`config.mk`:
```
export PLATFORM = sky130hd
export DESIGN_NAME = wait_state_memory_flat
export DESIGN_NICKNAME = d
export VERILOG_FILES = /design/src/rtl/sigma_mem_pkg.sv /design/src/rtl/wait_state_memory_if.sv /design/src/rtl/mem_wait_counter.sv /design/src/rtl/wait_state_memory.sv /design/src/flat_wrapper.sv
export SDC_FILE = /design/constraint.sdc
export NUM_CORES = 2
export LEC_CHECK = 0
export BUFFER_PORTS_ARGS = -buffer_cell sky130_fd_sc_hd__buf_2
export CELL_PAD_IN_SITES_DETAIL_PLACEMENT = 1
export CELL_PAD_IN_SITES_GLOBAL_PLACEMENT = 2
export CORE_AREA = 2 2 550 552
export DETAILED_ROUTE_END_ITERATION = 8
export DIE_AREA = 0 0 552 554
export PLACE_DENSITY = 0.8
export SLEW_MARGIN = 15
export SYNTH_ARGS = -nofsm -noshare
export SYNTH_HDL_FRONTEND = slang
export SYNTH_HIERARCHICAL = 1
export SYNTH_SLANG_ARGS = --single-unit
```
`constraint.sdc`:
```
create_clock -name clock -period 6.24 [get_ports clock]
set_input_delay 1.56 -clock clock [delete_from_list [all_inputs] [get_ports clock]]
set_output_delay 1.56 -clock clock [all_outputs]
set_load 0.005 [all_outputs]
```
`src/rtl/sigma_mem_pkg.sv`:
```
// sigma_mem_pkg: shared state encoding and word/lane geometry for the Sigma bench RAM
package sigma_mem_pkg;
  typedef enum logic [1:0] {IDLE, WAIT, DONE} mem_state_t;
  localparam int BYTE_LANES = 4;
  localparam int WORD_BITS = 32;
  localparam int LANE_BITS = WORD_BITS / BYTE_LANES;
endpackage

```
`src/rtl/wait_state_memory_if.sv`:
```
// wait_state_memory_if: CPU-side request/ready bus, big-endian bit numbering throughout
interface wait_state_memory_if #(
  parameter int ADDR_BITS = 17
);
  logic req;
  logic [32-ADDR_BITS:31] address;
  logic [0:3] write_en;
  logic [0:31] data_in;
  logic [0:31] data_out;
  logic ready;
  logic fault;
  modport master (output req, address, write_en, data_in, input data_out, ready, fault);
  modport slave (input req, address, write_en, data_in, output data_out, ready, fault);
endinterface

```
`src/rtl/mem_wait_counter.sv`:
```
// mem_wait_counter: loadable 4-bit down-counter that flags the last wait cycle
module mem_wait_counter (
  input  logic       clock,
  input  logic       reset,
  input  logic       load,
  input  logic [3:0] load_value,
  output logic [3:0] value,
  output logic       done
);
  always_ff @(posedge clock or posedge reset)
    if (reset) value <= '0;
    else if (load) value <= load_value;
    else if (value != 4'd0) value <= value - 4'd1;
  assign done = value == 4'd1;
endmodule

```
`src/rtl/wait_state_memory.sv`:
```
// wait_state_memory: Sigma CPU bench RAM with byte lanes, programmable wait states and range fault
module wait_state_memory
  import sigma_mem_pkg::*;
#(
  parameter int ADDR_BITS  = 17,
  parameter int DEPTH      = 128,
  parameter int READ_WAIT  = 1,
  parameter int WRITE_WAIT = 0
) (
  input logic clock,
  input logic reset,
  wait_state_memory_if.slave bus
);
  localparam int IDX_BITS = DEPTH > 1 ? $clog2(DEPTH) : 1;
  mem_state_t state, state_n;
  logic [32-ADDR_BITS:31] addr_l;
  logic [0:BYTE_LANES-1] we_l;
  logic [0:WORD_BITS-1] din_l, word;
  logic [32-IDX_BITS:31] idx;
  logic oor, wr, cnt_load, cnt_done;
  logic [3:0] cnt_init, cnt_val;
  assign idx = addr_l[32-IDX_BITS:31];
  assign oor = 32'(addr_l) >= 32'(DEPTH);
  assign wr = state == DONE && !oor;
  assign cnt_load = state == IDLE && bus.req;
  assign cnt_init = |bus.write_en ? 4'(WRITE_WAIT) : 4'(READ_WAIT);
  mem_wait_counter u_cnt (
    .clock(clock),
    .reset(reset),
    .load(cnt_load),
    .load_value(cnt_init),
    .value(cnt_val),
    .done(cnt_done)
  );
  always_comb begin
    state_n = state;
    if (state == IDLE) state_n = bus.req ? (cnt_init != 4'd0 ? WAIT : DONE) : IDLE;
    else state_n = state == WAIT ? (cnt_done || cnt_val == 4'd0 ? DONE : WAIT) : IDLE;
  end
  always_ff @(posedge clock or posedge reset)
    if (reset) begin
      state <= IDLE;
      bus.ready <= 1'b0;
      bus.fault <= 1'b0;
      bus.data_out <= '0;
    end else begin
      state <= state_n;
      bus.ready <= state == DONE;
      bus.fault <= state == DONE && oor;
      bus.data_out <= wr ? word : '0;
    end
  always_ff @(posedge clock)
    if (cnt_load) begin
      addr_l <= bus.address;
      we_l <= bus.write_en;
      din_l <= bus.data_in;
    end
  // word is the post-write view so a write's ready cycle returns the merged result
  for (genvar l = 0; l < BYTE_LANES; l++) begin : g_lane
    logic [LANE_BITS-1:0] mem [DEPTH];
    always_ff @(posedge clock)
      if (wr && we_l[l]) mem[idx] <= din_l[l*LANE_BITS +: LANE_BITS];
    assign word[l*LANE_BITS +: LANE_BITS] = we_l[l] ? din_l[l*LANE_BITS +: LANE_BITS] : mem[idx];
  end
endmodule
```
`src/flat_wrapper.sv`:
```
// flat-port wrapper written by rule: the top's interface ports become plain ports
module wait_state_memory_flat import sigma_mem_pkg::*;
#(
  parameter int ADDR_BITS  = 17,
  parameter int DEPTH      = 128,
  parameter int READ_WAIT  = 1,
  parameter int WRITE_WAIT = 0
)
  (clock, reset, bus_req, bus_address, bus_write_en, bus_data_in, bus_data_out, bus_ready, bus_fault);
  wait_state_memory_if #(.ADDR_BITS(ADDR_BITS)) bus_i ();
  input logic clock;
  input logic reset;
  input wire logic [$bits(bus_i.req)-1:0] bus_req;
  input wire logic [$bits(bus_i.address)-1:0] bus_address;
  input wire logic [$bits(bus_i.write_en)-1:0] bus_write_en;
  input wire logic [$bits(bus_i.data_in)-1:0] bus_data_in;
  output wire logic [$bits(bus_i.data_out)-1:0] bus_data_out;
  output wire logic [$bits(bus_i.ready)-1:0] bus_ready;
  output wire logic [$bits(bus_i.fault)-1:0] bus_fault;
  assign bus_i.req = bus_req;
  assign bus_i.address = bus_address;
  assign bus_i.write_en = bus_write_en;
  assign bus_i.data_in = bus_data_in;
  assign bus_data_out = bus_i.data_out;
  assign bus_ready = bus_i.ready;
  assign bus_fault = bus_i.fault;
  wait_state_memory #(.ADDR_BITS(ADDR_BITS), .DEPTH(DEPTH), .READ_WAIT(READ_WAIT), .WRITE_WAIT(WRITE_WAIT)) u_core (.clock(clock), .reset(reset), .bus(bus_i));
endmodule
```
[Word level (Yosys, flattened, before mapping)]
Memory sizes are Yosys's and may differ from the RTL's. A register that Yosys moved wholly into a read port is not among the register bits.
Index checks and enable logic that the tools add are counted.
Operators by class
  $add $sub $neg: 1
  magnitude comparators: 1
  equality and inequality tests: 3
  multiplexer cells: 25
  reductions and logical operators: 15
Operators by type and width (number)
  32-bit 2-to-1 mux: 1
  8-bit 2-to-1 mux: 4
  7-bit 2-to-1 mux: 4
  17-bit by 8-bit greater-or-equal comparator with 1-bit output (second input constant): 1
  2-bit 2-to-1 mux: 5
  1-bit 2-to-1 mux: 9
  4-bit 2-to-1 mux: 2
  4-bit nonzero test: 2
  1-bit logical AND: 7
  4-bit by 1-bit equality test with 1-bit output (second input constant): 1
  4-bit logical NOT: 1
  4-bit OR reduction: 1
  4-bit by 1-bit subtractor with 4-bit output (second input constant): 1
  2-bit by 1-bit equality test with 1-bit output (second input constant): 1
  2-bit equality test (second input constant): 1
  2-bit logical NOT: 1
  2-bit nonzero test: 1
  1-bit logical NOT: 1
  1-bit logical OR: 1
Word-level totals
  register bits: 93
  memory bits (writable): 4096
  input bits: 56
  memories: 4
Memory list
  u_core.g_lane[0].mem: depth 128, bits a word 8, rd ports 1, clocked after memory_dff 1, write ports 1, RTL line wait_state_memory.sv:60  | logic [LANE_BITS-1:0] mem [DEPTH];
  u_core.g_lane[1].mem: depth 128, bits a word 8, rd ports 1, clocked after memory_dff 1, write ports 1, RTL line wait_state_memory.sv:60
  u_core.g_lane[2].mem: depth 128, bits a word 8, rd ports 1, clocked after memory_dff 1, write ports 1, RTL line wait_state_memory.sv:60
  u_core.g_lane[3].mem: depth 128, bits a word 8, rd ports 1, clocked after memory_dff 1, write ports 1, RTL line wait_state_memory.sv:60

[Longest topological paths before layout]
  depth after elaboration: 6
  mapped depth: 11

[Cells and area by module]
Netlist, hierarchy kept.
Modules (own cells, without submodules)
  wait_state_memory: instances 1, cells an instance 7674, area an instance 161277.2 um2, seq. area each 125630.5 um2
  mem_wait_counter: instances 1, cells an instance 26, area an instance 266.5 um2, seq. area each 100.1 um2

[Worst setup path before layout]
No wires, ideal clock.
  kind: input port to flip-flop
  from: in bus_req
  to: reg u_core.u_cnt.value[1]
  setup time: 0.121 ns
  data arrival time: 3.977 ns
  data required time: 6.119 ns
  slack: 2.142 ns
  cell stages on the path: 5
  cells stage by stage: and3_1 clkbuf_1 clkbuf_1 a21oi_1 a22o_1
Between the ends
  longest elaborated chain between the ends: 2
Ends and longest elaborated chain
  start: declaration: RTL line flat_wrapper.sv:13  | input wire logic [$bits(bus_i.req)-1:0] bus_req;
  1-bit logical AND (*): RTL line wait_state_memory.sv:25  | assign cnt_load = state == IDLE && bus.req;
  named net u_core.cnt_load: RTL line wait_state_memory.sv:20  | logic oor, wr, cnt_load, cnt_done;
  4-bit 2-to-1 mux or 2-bit nonzero test (tied branches)
  end signal: assignment: RTL line mem_wait_counter.sv:12  | else if (load) value <= load_value;
  end signal: assignment: RTL line mem_wait_counter.sv:13  | else if (value != 4'd0) value <= value - 4'd1;
  end: declaration: RTL line mem_wait_counter.sv:7  | output logic [3:0] value,
The timed path passes the listed nets; every way through them passes the cells marked *.
A chain may end at the register's enable or synchronous reset.

[Worst setup path after layout]
  from: reg u_core/addr_l[18] (netlist name)
  to: mem u_core/g_lane[2].mem[11][6] (netlist name) (enable)
Between the ends
  longest elaborated chain between the ends: 6
Ends and longest elaborated chain
  start: declaration: RTL line wait_state_memory.sv:16  | logic [32-ADDR_BITS:31] addr_l;
  start signal: assignment: RTL line wait_state_memory.sv:54  | addr_l <= bus.address;
  17-bit by 8-bit greater-or-equal comparator with 1-bit output: RTL line wait_state_memory.sv:23  | assign oor = 32'(addr_l) >= 32'(DEPTH);
  1-bit logical NOT: RTL line wait_state_memory.sv:24  | assign wr = state == DONE && !oor;
  1-bit logical AND: RTL line wait_state_memory.sv:24
  1-bit logical AND: RTL line wait_state_memory.sv:62  | if (wr && we_l[l]) mem[idx] <= din_l[l*LANE_BITS +: LANE_BITS];
  1-bit 2-to-1 mux: RTL line wait_state_memory.sv:62
  1-bit 2-to-1 mux (not written as such): RTL line wait_state_memory.sv:62
  end: declaration: RTL line wait_state_memory.sv:60
Every way passes these cells.

==> reports/qor.csv <==
metric,value,unit
outcome,"finished, final reports clean",
fraction of layout cells with a size suffix above 1,21.31,%
height of the die,554,um
antenna-violating nets left,0,
die footprint,0.3058,sq mm
clk root buf,sky130_fd_sc_hd__clkbuf_16,
number of hold violations in the final report,0,
Startpoint Class,flop,
IO Port Bufs,89,
syn avg cell area,20.98,sq um
vias per inst,6.735,
cells after synthesis,7700,
count of state elements after synthesis,4196,
Hold Buf Count CTS,0,
total negative slack,0,ps
highest fanout seen on the critical path,75,
count of cell types in the netlist,70,
global-route congestion overflow total,0,
Peak supply drop,0.2555,mV
largest net degree at the start of global routing,145,
Core Footprint,0.2993,sq mm
Cell Rows,201,
placer's final routability congestion estimate,0.9177,
"EDFF count, synth",4149,
CTS HTree Levels,5,
critical path data required time,6770,ps
worst rel slew slack,13.08,%
final net count,7969,
setup repair after global routing missed its margin,no,
starting utilization of the core area,53.98,%
via count of the first global-routing pass,84152,
proportion of synthesized flip-flops having asynchronous set or reset,0.9533,%
largest buffer count on any clock path,4,
post-CTS clock slew at the launch and capture registers of the worst setup and hold paths,70,ps
routed length per instance,37.80,um
sequential area share after synthesis,77.83,%
highest achievable clock rate,225.1,MHz
PnR worst setup slack,1799,ps
"Cell Count, Final, Fillers Out",12218,
clock latency at the later pin of the worst-skew pair,980,ps
count of vias placed by the detailed router,82294,
MaxCap Viol Count,0,
power per cell area,348.3,mW/mm^2
synth warn,6,
number of clock buffers inserted by TritonCTS,418,
Setup Slack @ Placement,1938,ps
transition at the pin with the smallest max-transition slack,1304,ps
clock tree sinks,4196,
setup clock skew after layout,67.42,ps
kind of end point of the critical path,flop,
Detailed Routing Iterations Pass 1,6,
total routing resource utilization after global routing,30.22,%
final count of negative-setup-slack endpoints,0,
top_reg_cell synth,sky130_fd_sc_hd__edfxtp_1,
first-iteration detailed-routing DRC count,11539,
number of ports placed on the die boundary,90,
type of the worst min-delay path,reg2reg,
Die X-Extent,552,um
critical path data arrival time,4970,ps
crit share post-route,71.18,%
global-route wire length before repair,654100,um
startpoint-to-endpoint class of the critical path,reg2reg,
number of pins exceeding their max-slew limit in the final report,0,
reported leakage power,56.22,nW
setup fix buffers added after clock tree synthesis,0,
DP Wirelength,289100,um
DRT Wirelength,461900,um
initial antenna violation count,29,
most frequent cell after synthesis,sky130_fd_sc_hd__edfxtp_1,
clock tree from TritonCTS,built,
share of the synthesized area in the top cell type,77.12,%
growth of design area from synthesis to finish,11.38,%
DRC Markers,0,
cell type with the highest aggregate area in the netlist,sky130_fd_sc_hd__edfxtp_1,
Resized Gates After CTS,0,
top area cells in the synthesized netlist,"sky130_fd_sc_hd__edfxtp_1 (77%), sky130_fd_sc_hd__mux4_2 (12%), sky130_fd_sc_hd__mux2i_1 (2.5%)",
Cells after DPL,11448,
netlist area before placement,0.1615,sq mm
min Tclk post-route,4442,ps
list of most frequent post-synthesis cells,"sky130_fd_sc_hd__edfxtp_1 (4,149), sky130_fd_sc_hd__mux4_2 (879), sky130_fd_sc_hd__nor2_1 (596)",
critical path, stage by stage (launching register included):
cell                       delay, ps
sky130_fd_sc_hd__edfxtp_1        410
sky130_fd_sc_hd__nor4_4          600
sky130_fd_sc_hd__and4_1          580
sky130_fd_sc_hd__nand2_4         590
sky130_fd_sc_hd__buf_4           590
sky130_fd_sc_hd__nor2_1         1040
sequential cells by signal, indices dropped and copies added (netlist names), 2 cells and up, named ones only:
name / flops
u_core/g_lane.mem: 4096
u_core/state: 2
u_core/we_l: 4
u_core/bus.data_out: 32
u_core/din_l: 32
u_core/u_cnt/value: 4
u_core/addr_l: 17
power breakdown:
group | internal [mW] | switching (mW) | leakage, nW | total (mW)
clock network | 14.3 | 10.7 | 6.57 | 24.9
registers | 31.4 | 0.169 | 37.9 | 31.5
logic | 2.25 | 3.95 | 11.7 | 6.20
metrics by stage:
step | power, mW | hold WS [ps] | cell area [sq um] | utilization, %
detailed placement | 38.28 | 506.2 | 166400 | 55.60
CTS | 62.93 | 515.2 | 179900 | 60.10
finish | 62.68 | 513.5 | 179900 | 60.12
global route | 64.18 | 560.5 | 179900 | 60.11
floorplan | 36.10 | 470.0 | 161600 | -
global placement | 38.13 | 482.9 | 166400 | 55.60
worst paths after layout:
path | start | endpoint | slack [ps] | depth (start not counted)
setup / recovery | u_core/addr_l[18] | u_core/g_lane[2].mem[11][6] | 1800 | 5
hold / removal | u_core/state[1] | u_core/state[1] | 510 | 1
setup reg to reg | u_core/addr_l[18] | u_core/g_lane[2].mem[11][6] | 1800 | 5
hold reg to reg | u_core/state[1] | u_core/state[1] | 510 | 1
max in group asynchronous | reset | u_core/bus.data_out[21] | 4750 | 3
min in group asynchronous | reset | u_core/u_cnt/value[2] | 580 | 2
kinds of logic (layout without fill, tap and decap cells):
logic type	Yosys count	in the layout	share of synthesized area [%]
AOI/OAI and AO/OA	707	707	3.162
xor gates and xnor gates	3	3	0.01627
adders and majority gates	3	3	0.02324
buffers and inverters	466	1004	1.487
DFF	4196	4196	77.83
muxes	1289	1289	14.82
other	1	23	0.002321
and+or+nand+nor	1035	1035	2.657
cell usage in the layout (no fill, tap or decap), types with 89 or more instances in the layout:
cell,instances
sky130_fd_sc_hd__a221oi_1,100
sky130_fd_sc_hd__buf_4,115
sky130_fd_sc_hd__clkbuf_16,423
sky130_fd_sc_hd__mux2i_1,401
sky130_fd_sc_hd__nand2_1,272
sky130_fd_sc_hd__o221ai_1,100
sky130_fd_sc_hd__mux4_2,879
sky130_fd_sc_hd__nor2_1,591
sky130_fd_sc_hd__edfxtp_1,4149
sky130_fd_sc_hd__buf_2,89
sky130_fd_sc_hd__a21oi_1,174
sky130_fd_sc_hd__a22oi_1,230
cell type report:
| cell class | count | area (sq um) |
|---|---|---|
| Antenna cell | 20 | 50.05 |
| Inverter | 12 | 50.05 |
| Clock inverter | 226 | 2342 |
| Clock buffer | 524 | 11130 |
| Tap cell | 3958 | 4952 |
| Timing Repair Buffer | 242 | 2069 |
| Multi-Input combinational cell | 3040 | 33590 |
| Sequential cell | 4196 | 125700 |
| Fill cell | 24623 | 119300 |
metal layers:
layer  share of wire, %  wire length [um]  GRT usage [%]
met1                 39            181800          43.56
met2                 46            212900          45.49
met3                 10             48180          7.018
met4                4.1             18910          11.31
met5              0.027               123              0
Power figures use the tool's default switching activity.
